## src/rtl/data_memory_sync_if.sv

```systemverilog
// data_memory_sync_if: request/response bundle between the core memory stage and data_memory_sync
interface data_memory_sync_if #(
  parameter int DATA_W = 16,
  parameter int ADDR_W = 16
);
  logic              req_valid;
  logic              req_ready;
  logic              req_we;
  logic [ADDR_W-1:0] req_addr;
  logic [DATA_W-1:0] req_wdata;
  logic              rd_valid;
  logic [DATA_W-1:0] rd_data;
  logic              rd_err;
  logic              busy;
  modport master (
    output req_valid, req_we, req_addr, req_wdata,
    input  req_ready, rd_valid, rd_data, rd_err, busy
  );
  modport slave (
    input  req_valid, req_we, req_addr, req_wdata,
    output req_ready, rd_valid, rd_data, rd_err, busy
  );
endinterface

```

## src/rtl/data_memory_sync.sv

```systemverilog
// data_memory_sync: parametrised data memory, registered read, valid/ready requests, zeroing sweep after reset
module data_memory_sync #(
  parameter int DATA_W = 16,
  parameter int ADDR_W = 16,
  parameter int DEPTH  = 8
) (
  input logic              clk,
  input logic              rst,
  data_memory_sync_if.slave bus
);
  localparam int IDX_W = $clog2(DEPTH);
  // Range compare is done wide enough that DEPTH itself is representable.
  localparam int CW = ADDR_W + 18;
  typedef enum logic {S_CLEAR, S_READY} state_t;
  state_t            r_state, w_next;
  logic [IDX_W-1:0]  r_clr_cnt;
  logic [DATA_W-1:0] r_mem [DEPTH];
  logic              r_rd_valid, r_rd_err;
  logic [DATA_W-1:0] r_rd_data;
  logic              w_ready, w_busy, w_accept, w_in_range;
  logic [IDX_W-1:0]  w_idx;
  always_comb begin
    w_ready = r_state == S_READY;
    w_busy  = r_state == S_CLEAR;
    w_next  = (w_busy && r_clr_cnt == IDX_W'(DEPTH - 1)) ? S_READY : r_state;
  end
  assign w_accept   = bus.req_valid && w_ready;
  assign w_in_range = CW'(bus.req_addr) < CW'(DEPTH);
  assign w_idx      = bus.req_addr[IDX_W-1:0];
  always_ff @(posedge clk) begin
    if (rst) begin
      r_state   <= S_CLEAR;
      r_clr_cnt <= '0;
    end else begin
      r_state <= w_next;
      if (w_busy) r_clr_cnt <= r_clr_cnt + 1'b1;
    end
  end
  always_ff @(posedge clk) begin
    if (!rst) begin
      if (w_busy) r_mem[r_clr_cnt] <= '0;
      else if (w_accept && bus.req_we && w_in_range) r_mem[w_idx] <= bus.req_wdata;
    end
  end
  always_ff @(posedge clk) begin
    if (rst) begin
      r_rd_valid <= 1'b0;
      r_rd_err   <= 1'b0;
      r_rd_data  <= '0;
    end else begin
      r_rd_valid <= w_accept && !bus.req_we;
      r_rd_err   <= w_accept && !w_in_range;
      if (w_accept && !bus.req_we) r_rd_data <= w_in_range ? r_mem[w_idx] : '0;
    end
  end
  assign bus.req_ready = w_ready;
  assign bus.busy      = w_busy;
  assign bus.rd_valid  = r_rd_valid;
  assign bus.rd_err    = r_rd_err;
  assign bus.rd_data   = r_rd_data;
endmodule

```

## src/flat_wrapper.sv

```systemverilog
// flat-port wrapper written by rule: the top's interface ports become plain ports
module data_memory_sync_flat 
#(
  parameter int DATA_W = 16,
  parameter int ADDR_W = 16,
  parameter int DEPTH  = 8
)
  (clk, rst, bus_req_valid, bus_req_we, bus_req_addr, bus_req_wdata, bus_req_ready, bus_rd_valid, bus_rd_data, bus_rd_err, bus_busy);
  data_memory_sync_if #(.DATA_W(DATA_W), .ADDR_W(ADDR_W)) bus_i ();
  input logic clk;
  input logic rst;
  input wire logic [$bits(bus_i.req_valid)-1:0] bus_req_valid;
  input wire logic [$bits(bus_i.req_we)-1:0] bus_req_we;
  input wire logic [$bits(bus_i.req_addr)-1:0] bus_req_addr;
  input wire logic [$bits(bus_i.req_wdata)-1:0] bus_req_wdata;
  output wire logic [$bits(bus_i.req_ready)-1:0] bus_req_ready;
  output wire logic [$bits(bus_i.rd_valid)-1:0] bus_rd_valid;
  output wire logic [$bits(bus_i.rd_data)-1:0] bus_rd_data;
  output wire logic [$bits(bus_i.rd_err)-1:0] bus_rd_err;
  output wire logic [$bits(bus_i.busy)-1:0] bus_busy;
  assign bus_i.req_valid = bus_req_valid;
  assign bus_i.req_we = bus_req_we;
  assign bus_i.req_addr = bus_req_addr;
  assign bus_i.req_wdata = bus_req_wdata;
  assign bus_req_ready = bus_i.req_ready;
  assign bus_rd_valid = bus_i.rd_valid;
  assign bus_rd_data = bus_i.rd_data;
  assign bus_rd_err = bus_i.rd_err;
  assign bus_busy = bus_i.busy;
  data_memory_sync #(.DATA_W(DATA_W), .ADDR_W(ADDR_W), .DEPTH(DEPTH)) u_core (.clk(clk), .rst(rst), .bus(bus_i));
endmodule
```

## config.mk

```make
export PLATFORM = sky130hd
export DESIGN_NAME = data_memory_sync_flat
export DESIGN_NICKNAME = d
export VERILOG_FILES = /design/src/rtl/data_memory_sync_if.sv /design/src/rtl/data_memory_sync.sv /design/src/flat_wrapper.sv
export SDC_FILE = /design/constraint.sdc
export NUM_CORES = 1
export LEC_CHECK = 0
export CORE_MARGIN = 3
export CORE_UTILIZATION = 25
export DETAILED_ROUTE_END_ITERATION = 10
export GPL_TIMING_DRIVEN = 0
export PLACE_DENSITY_LB_ADDON = 0.05
export SLEW_MARGIN = 25
export SYNTH_ARGS = -nofsm -noshare
export SYNTH_HDL_FRONTEND = slang
export SYNTH_SLANG_ARGS = --single-unit
```

## constraint.sdc

```tcl
create_clock -name clk -period 6.9 [get_ports clk]
set_clock_uncertainty 0.05 [all_clocks]
set_input_delay 1.725 -clock clk [delete_from_list [all_inputs] [get_ports clk]]
set_output_delay 1.725 -clock clk [all_outputs]
set_load 0.02 [all_outputs]
```

Word level (Yosys, flattened, before mapping). Memories as Yosys holds them, arrays and structs flattened. Cells that the tools add are included.

Bitwise operators: 1. Eq/ne operators: 1. Mux-type cells: 11. Reductions and logical operators: 9. $add $sub $neg: 1. Magnitude comparators: 1.

Operator list (number): 16-bit 2-to-1 mux (2); 16-bit by 4-bit less-than comparator with 1-bit output (second input constant) (1); 16-bit OR reduction (1); 1-bit 2-to-1 mux (8); 1-bit logical AND (6); 3-bit by 1-bit adder with 3-bit output (second input constant) (1); 3-bit equality test (second input constant) (1); 3-bit 2-to-1 mux (1); 1-bit zero test (2); 1-bit NOT (1).

Flip-flop bits (word level): 22. Output and inout bits: 20. Memories: 1. Logic and storage cells: 30. Memory bits (writable): 128. Input bits: 36.

Memory list: u_core.r_mem (depth 8, width 16, rd ports 1, clocked after memory_dff 0, write ports 1, line data_memory_sync.sv:17) `logic [DATA_W-1:0] r_mem [DEPTH];`.

Depth between registers and ports, before layout. Gate-level depths: netlist of the first run.

Depth in word-level cells: 9. Depth in mapped cells: 7. Mapped depth without buffers: 4.

Worst setup path before layout of the first run. Ideal clock, no wire load.

Path type: input-to-reg. Start point: input port bus_req_addr[9]. End point: memory u_core.r_mem[0][0] (enable). Slack: 2.326 ns. Library setup time: 0.435 ns. Arrival: 4.089 ns. Cell stages on the path: 4. Buffers on the path: 0. Data required time: 6.415 ns. Cells stage by stage: nor4_1 -> and4_1 -> nand3_1 -> o41ai_1.

Word-level cells in the longest chain between the ends: 8. Elaborated cells between the ends (all ways): 9. Those cells by class: order compare: 1; mux: 6; reduce/logical: 2.

RTL lines: start, declared (line flat_wrapper.sv:14) `input wire logic [$bits(bus_i.req_addr)-1:0] bus_req_addr;`; 16-bit by 4-bit less-than comparator with 1-bit output * (line data_memory_sync.sv:28) `assign w_in_range = CW'(bus.req_addr) < CW'(DEPTH);`; 1-bit logical AND * (line data_memory_sync.sv:42) `else if (w_accept && bus.req_we && w_in_range) r_mem[w_idx] <= bus.req_wdata;`; 1-bit 2-to-1 mux * (line data_memory_sync.sv:42); 1-bit 2-to-1 mux * (line data_memory_sync.sv:41) `if (w_busy) r_mem[r_clr_cnt] <= '0;`; 1-bit 2-to-1 mux * (line data_memory_sync.sv:40) `if (!rst) begin`; 1-bit 2-to-1 mux (implied by the code) * (line data_memory_sync.sv:42); 16-bit OR reduction (no source line); 3-bit 2-to-1 mux (no source line) / 1-bit 2-to-1 mux (equally long branches); end, declared (line data_memory_sync.sv:17).

Mark *: on every way between the ends. The rest lies on a longest branch, timed or not.

Worst setup path after layout of the first run.
Start point: input port bus_req_addr[9]. End point: memory u_core.r_mem[0][9] (enable).

Same word-level chain as after synthesis.

==> results of run 1 <==
## stage by stage
stage / area [um^2] / instances / total power, W / hold WS (ps)
floorplan: 5830 / 302 / 0.00109 / 477
global placement: 6740 / 667 / 0.00114 / 410
detailed placement: 6890 / 675 / 0.00115 / 416
CTS: 7560 / 707 / 0.00221 / 430
global route: 7560 / 707 / 0.00226 / 458
finish: 7560 / 707 / 0.00218 / 421
## cell families after synthesis
group,count (synthesis),synth area share
flip-flops,150,0.735
AND/OR/NAND/NOR,55,0.0511
multiplexers,50,0.158
AO/OA/AOI/OAI,24,0.0341
buffers and inverters,20,0.0157
adder cells (fa/ha/maj),2,0.00429
XOR/XNOR,1,0.00150
## final cells by class
| type | instances | area share |
|---|---|---|
| buffer | 19 | 0.0118 |
| clock buffer | 19 | 0.0586 |
| clock inverter | 13 | 0.0301 |
| inverter | 1 | 0.000497 |
| multi-input combinational | 132 | 0.200 |
| sequential | 150 | 0.567 |
| tap | 313 | 0.0518 |
| timing repair buffer | 60 | 0.0806 |
## layer usage
| layer | part of all wire | GRT usage | routed length, um |
|---|---|---|---|
| met5 | 0 | 0 | 0 |
| met4 | 0.0098 | 0.0295 | 140 |
| met3 | 0.030 | 0.0342 | 424 |
| met2 | 0.50 | 0.199 | 7160 |
| met1 | 0.46 | 0.161 | 6550 |
## worst min path at each step
| stage | end | cells after the start | from |
|---|---|---|---|
| after CTS | u_core.bus.rd_data[2] | 1 | u_core.bus.rd_data[2] |
| after floorplan | u_core.r_clr_cnt[0] | 2 | u_core.r_clr_cnt[0] |
| after global routing | u_core.bus.rd_data[3] | 1 | u_core.bus.rd_data[3] |
| final | u_core.bus.rd_data[2] | 1 | u_core.bus.rd_data[2] |
| after global placement | u_core.bus.rd_data[2] | 1 | u_core.bus.rd_data[2] |
| after detailed placement | u_core.bus.rd_data[2] | 1 | u_core.bus.rd_data[2] |
## placed cells by master, fill, tap and decap left out, types with 5 or more instances in the layout
master / instances
edfxtp_1: 128
clkdlybuf4s50_1: 52
mux4_2: 32
dfxtp_1: 22
and2_1: 17
clkbuf_16: 17
mux2_2: 16
a22o_1: 16
nor2_1: 14
buf_2: 13
clkbuf_1: 6
bufinv_16: 6
nand2_1: 5
## critical path, stage by stage
cell and delay, ps:
clkdlybuf4s50_1 400, nor4_1 270, and4_1 290, nand3_1 410, o41ai_2 780, buf_2 290, buf_2 190
## report_power, final
part,internal [W],switching [W],total [W]
registers,0.00100,0.00000636,0.00101
clock network,0.000688,0.000367,0.00105
logic,0.0000566,0.0000577,0.000114
## registers in the layout (all words and copies together), names as in the netlist
signal,count
u_core.r_clr_cnt,3
u_core.bus.rd_data,16
u_core.bus.req_ready,1
u_core.bus.rd_valid,1
u_core.r_mem,128
u_core.bus.rd_err,1
==> qor.yml, run 1 <==
final_layout:
  nFillCells: 2196
  drive_gt1_frac: 0.269
  seq_area_um2: 4280
  layout.nets: 419
  num_antenna_cells: 0
  multi_input_area_um2: 1510
  utilization: 0.332
  syn_to_final_growth_pct: 29.7
yosys:
  synth_nets: 340
  yosys_warnings: 0
  synth-async-reset-ratio: 0
  seq_area_frac_synth: 0.735
  synth_area_leaders: "edfxtp_1, mux4_2, dfxtp_1, mux2_2, a22o_1"
  synth_edf_count: 128
  synthTopCellsByCount: "edfxtp_1, mux4_2, dfxtp_1"
  synth.top_cell.area_share: 0.660
  synth_area_um2: 5830
  ys_ff_latch: 150
  synthCells: 302
  syn_avg_cell_area_um2: 19.3
  yosys.area.top_type: "edfxtp_1"
  synth_cell_types: 31
  synth_ff_type: "edfxtp_1"
  yosysMostFrequentCell: "edfxtp_1"
routing:
  avgViaCountPerCell: 4.19
  drc: 0
  post_drt_wl_per_cell_um: 20.2
  num_vias: 2965
  antenna_left: 0
  drt_iter0_markers: 208
  wl_mm: 14.3
  first_pass_iters: 4
critical_path:
  ff2ff_path_depth: 7
  worst_r2r_endpoint: "u_core.r_mem[0][9]"
  path_class: "primary input to register"
  startpoint_type: "primary input"
  rrSetupSlack_ps: 4130
  cp.required_ps: 6970
  r2r-start: "u_core.bus.req_ready"
  worstPathArrival_ps: 4350
  crit_path_end: "u_core.r_mem[0][9]"
  end_kind: "register"
  crit_fanout: 5
  startpoint: "bus_req_addr[9]"
sta:
  period_needed_ps: 4280
  hold_viol: 0
  rsz0062_at_grt: "false"
  max_freq_ghz: 0.234
  worst_slack_ps: 2620
  max_slew_margin: 0.367
  finalSetupViolations: 0
  tns_ps: 0
  slew_viol_final: 0
  max_slew.worst_pin.slew_ps: 949
  fin_crit_sh: 0.621
die:
  die_w_um: 159
  die_h_um: 159
  ios: 56
  row_count: 55
  core_um2: 22800
  die-area_um2: 25200
  start_util: 0.256
clock_network:
  cts_buffers: 17
  clockBufferDepth: 2
  cts-root-buf: "clkbuf_16"
  cts.sinks: 150
  insertion_delay_ps: 410
  h-tree-depth: 4
  cts_tree: "yes"
  post_cts_buffers: 0
  clkTransAtPathRegs_ps: 60
  ctsResizeCount: 0
  cts_hold_buf: 0
global_route:
  grt_pass1_wl_mm: 21.3
  overflow: 0
  grtUsageTotal: 0.122
  grt_max_degree: 17
  antenna_found_initial: 0
  grt_pass1_vias: 3167
placement:
  place_ws_ps: 2160
  dp_hpwl_mm: 8.99
  port_buffers: 52
  gp_congestion: 0.675
pwr:
  peakVddDrop_mv: 0.136
  pwr_density_cell_nw_per_um2: 288
  p_leak_nw: 2.28
outcome:
  status: "completed"
hold_path:
  hp-class: "register to register"
run:
  max-cap-violations: 0
No activity file was read; power rests on OpenSTA's default activity.
==> run 2, diff against run 1 <==
==> constraint.sdc (replaced) <==
create_clock -name clk -period 3.8 [get_ports clk]
set_clock_uncertainty 0.05 [all_clocks]
set_input_delay 0.95 -clock clk [delete_from_list [all_inputs] [get_ports clk]]
set_output_delay 0.95 -clock clk [all_outputs]
set_load 0.02 [all_outputs]
==> results of run 2 <==
Same layout as run 1 (identical final DEF). Status: completed.
Among the figures that moved: setup slack after placement 2160 ps -> -169 ps; setup slack after layout 2620 ps -> 292 ps; register-to-register setup slack 4130 ps -> 1030 ps; total power 0.00218 W -> 0.00395 W; worst IR drop on VDD 0.136 mV -> 0.246 mV
==> edit (settings of run 2) <==
Reset style: asynchronous (`rst`), changed in 2 clocked blocks.
--- a/src/rtl/data_memory_sync.sv
+++ b/src/rtl/data_memory_sync.sv
@@ -28,5 +28,5 @@
   assign w_in_range = CW'(bus.req_addr) < CW'(DEPTH);
   assign w_idx      = bus.req_addr[IDX_W-1:0];
-  always_ff @(posedge clk) begin
+  always_ff @(posedge clk or posedge rst) begin
     if (rst) begin
       r_state   <= S_CLEAR;
@@ -43,5 +43,5 @@
     end
   end
-  always_ff @(posedge clk) begin
+  always_ff @(posedge clk or posedge rst) begin
     if (rst) begin
       r_rd_valid <= 1'b0;
Check against the original RTL: differs if rst is asserted again (counterexample within 10 cycles, from zero or initial values and one cycle with rst high); with rst held inactive, the same outputs for 10 cycles.
==> edit against run 2 <==
Clock power fell by 7%; total power fell by 6.8%; sequential cell count did not move; wire length rose by 4.8%; worst setup slack got worse by 0.081 ns; synthesized area rose by 2.0%; global-route usage rose by 0.052 points; design area rose by 2.7%; hold slack improved by 0.0091 ns.
==> edit: results (changes against run 2) <==
VDD IR max=0.000266 V (+8.0%); GR Util met2=19.5% (-0.39 points); I/O Buffers=54 (+3.8%); pin count of the biggest net entering global routing=23 (+6); CP arrival=3.66 ns (+0.08 ns); hold_buf cts=0 (unchanged); Root Buffer=clkbuf_16; Placer Congestion=0.701 (+3.8%); Ys Warns=0 (unchanged); vias per inst=4.25 (+1.3%); gr usage total=12.2% (+0.052 points); Clock Pin Slew Worst Setup and Hold Paths=0.06 ns (about the same); max FFs per register=128 (unchanged); library cells used by synthesis=30 (-3.2%); Routed WL per cell=20.7 um (+2.5%); Top reg by flops=u_core.r_mem; DR iter-0 viols=149 (-28%); initial antenna violation count=0 (unchanged); share of layout cells above drive strength 1=24.6% (-2.3 points); Fillers=2226 (+1.4%); CTS buffer count=17 (unchanged); Pre-antenna DRT Iters=4 (unchanged); Post-DP HPWL=10100 um (+12%); post-synthesis cell count=311 (+3.0%); vias in the first global route=3373 (+6.5%); worst r2r path cells=7 (unchanged); Final nets=435 (+3.8%); critical path's top delay family=buffers and inverters; status=completed; hold path cells=2 (+1); most frequent cells after synthesis=edfxtp_1 (128), mux4_2 (32), nand2_1 (25); Worst Hold Class=reg2reg; GRT met1 Usage=16.7% (+0.54 points); Inst Count DP=692 (+2.5%); H-tree levels=4 (unchanged); Post-synth EDFFs=128 (unchanged); crit-path max FO=7 (+2); final wirelength=15000 um (+4.8%); Crit path largest cell delay=0.63 ns (-0.15 ns); synth top area cells=edfxtp_1 (65%), mux4_2 (12%), dfrtp_1 (9.3%), mux2i_1 (2.5%), and2_1 (1.7%); Mapped Nets=349 (+2.6%); Rel. slew slack=33.4% (-3.4 points); Seq/Total Area, Yosys=73.9% (+0.40 points); Crit-path slowest cell=o41ai_4; Post-Place Cell Area=7140 um^2 (+3.7%); CTS max path bufs=2 (unchanged); Ant. Diodes=0 (unchanged); first-pass GRT wire length=22500 um (+5.5%); fraction of registers with async set/reset=14.7% (+15 points); GR Layer Usage met3=3.11% (-0.31 points); final core occ=33.8% (+0.59 points); leakage=2.95 nW (+30%)
[edit: path summary, 6_finish.rpt]
check / from / to / slack (ns)
worst min register to register: u_core.bus.rd_data[0] / u_core.bus.rd_data[0] / 0.43
max in group asynchronous: rst / u_core.bus.rd_data[8] / 2.27
worst max-delay path: bus_req_addr[15] / u_core.r_mem[0][13] / 0.21
min in group asynchronous: rst / u_core.r_clr_cnt[0] / 1.04
worst min-delay path: u_core.bus.rd_data[0] / u_core.bus.rd_data[0] / 0.43
worst max register to register: u_core.bus.req_ready / u_core.r_mem[0][13] / 1.04
[edit: cell families (layout without fill, tap and decap cells)]
group	count (synthesis)	after routing	synth area share, %
xor gates and xnor gates	1	1	0.147
muxes	49	49	15.0
DFF	150	150	73.9
and+or+nand+nor	64	64	5.85
buffers and inverters	21	120	1.52
adders and majority gates	2	2	0.421
AOI/OAI and AO/OA	24	24	3.12
[edit: where the power goes]
part	leakage (nW)	total [mW]	internal (mW)	switching, mW
clock network	0.307	1.79	1.11	0.685
logic	0.928	0.128	0.0639	0.0645
registers	1.71	1.76	1.76	0.000233
[edit: per-stage QoR]
step                total power, mW  hold WS, ns  TNS [ns]  setup slack, ns
detailed placement             1.93        0.422    -26.04           -0.428
floorplan                      1.86        0.456         0            0.130
CTS                            3.74        0.436         0           0.0196
global route                   3.82        0.462         0           0.0250
finish                         3.68        0.430         0            0.212
global placement               1.93        0.417   -217.25            -2.36
[edit: metal layers]
| metal | share of wire (%) | wire, um |
|---|---|---|
| met5 | 0 | 0 |
| met4 | 0.84 | 125 |
| met3 | 3.6 | 537 |
| met2 | 48 | 7190 |
| met1 | 47 | 7100 |
[edit: worst reg2reg max path: cells and delay by family, from the launching register on]
| kind | cells | cell delay (ns) |
|---|---|---|
| and+or+nand+nor | 2 | 0.65 |
| buffers and inverters | 4 | 0.81 |
| DFF | 1 | 0.34 |
| AOI/OAI and AO/OA | 1 | 0.63 |
[edit: cell type report]
type                            count  share of cell area (%)
Buffer                             15                   0.887
Clock buffer                       17                    5.48
Clock inverter                     15                    2.60
Inverter                            5                   0.242
Multi-Input combinational cell    140                    19.9
Sequential cell                   150                    56.6
Tap cell                          313                    5.05
Timing Repair Buffer               68                    9.25
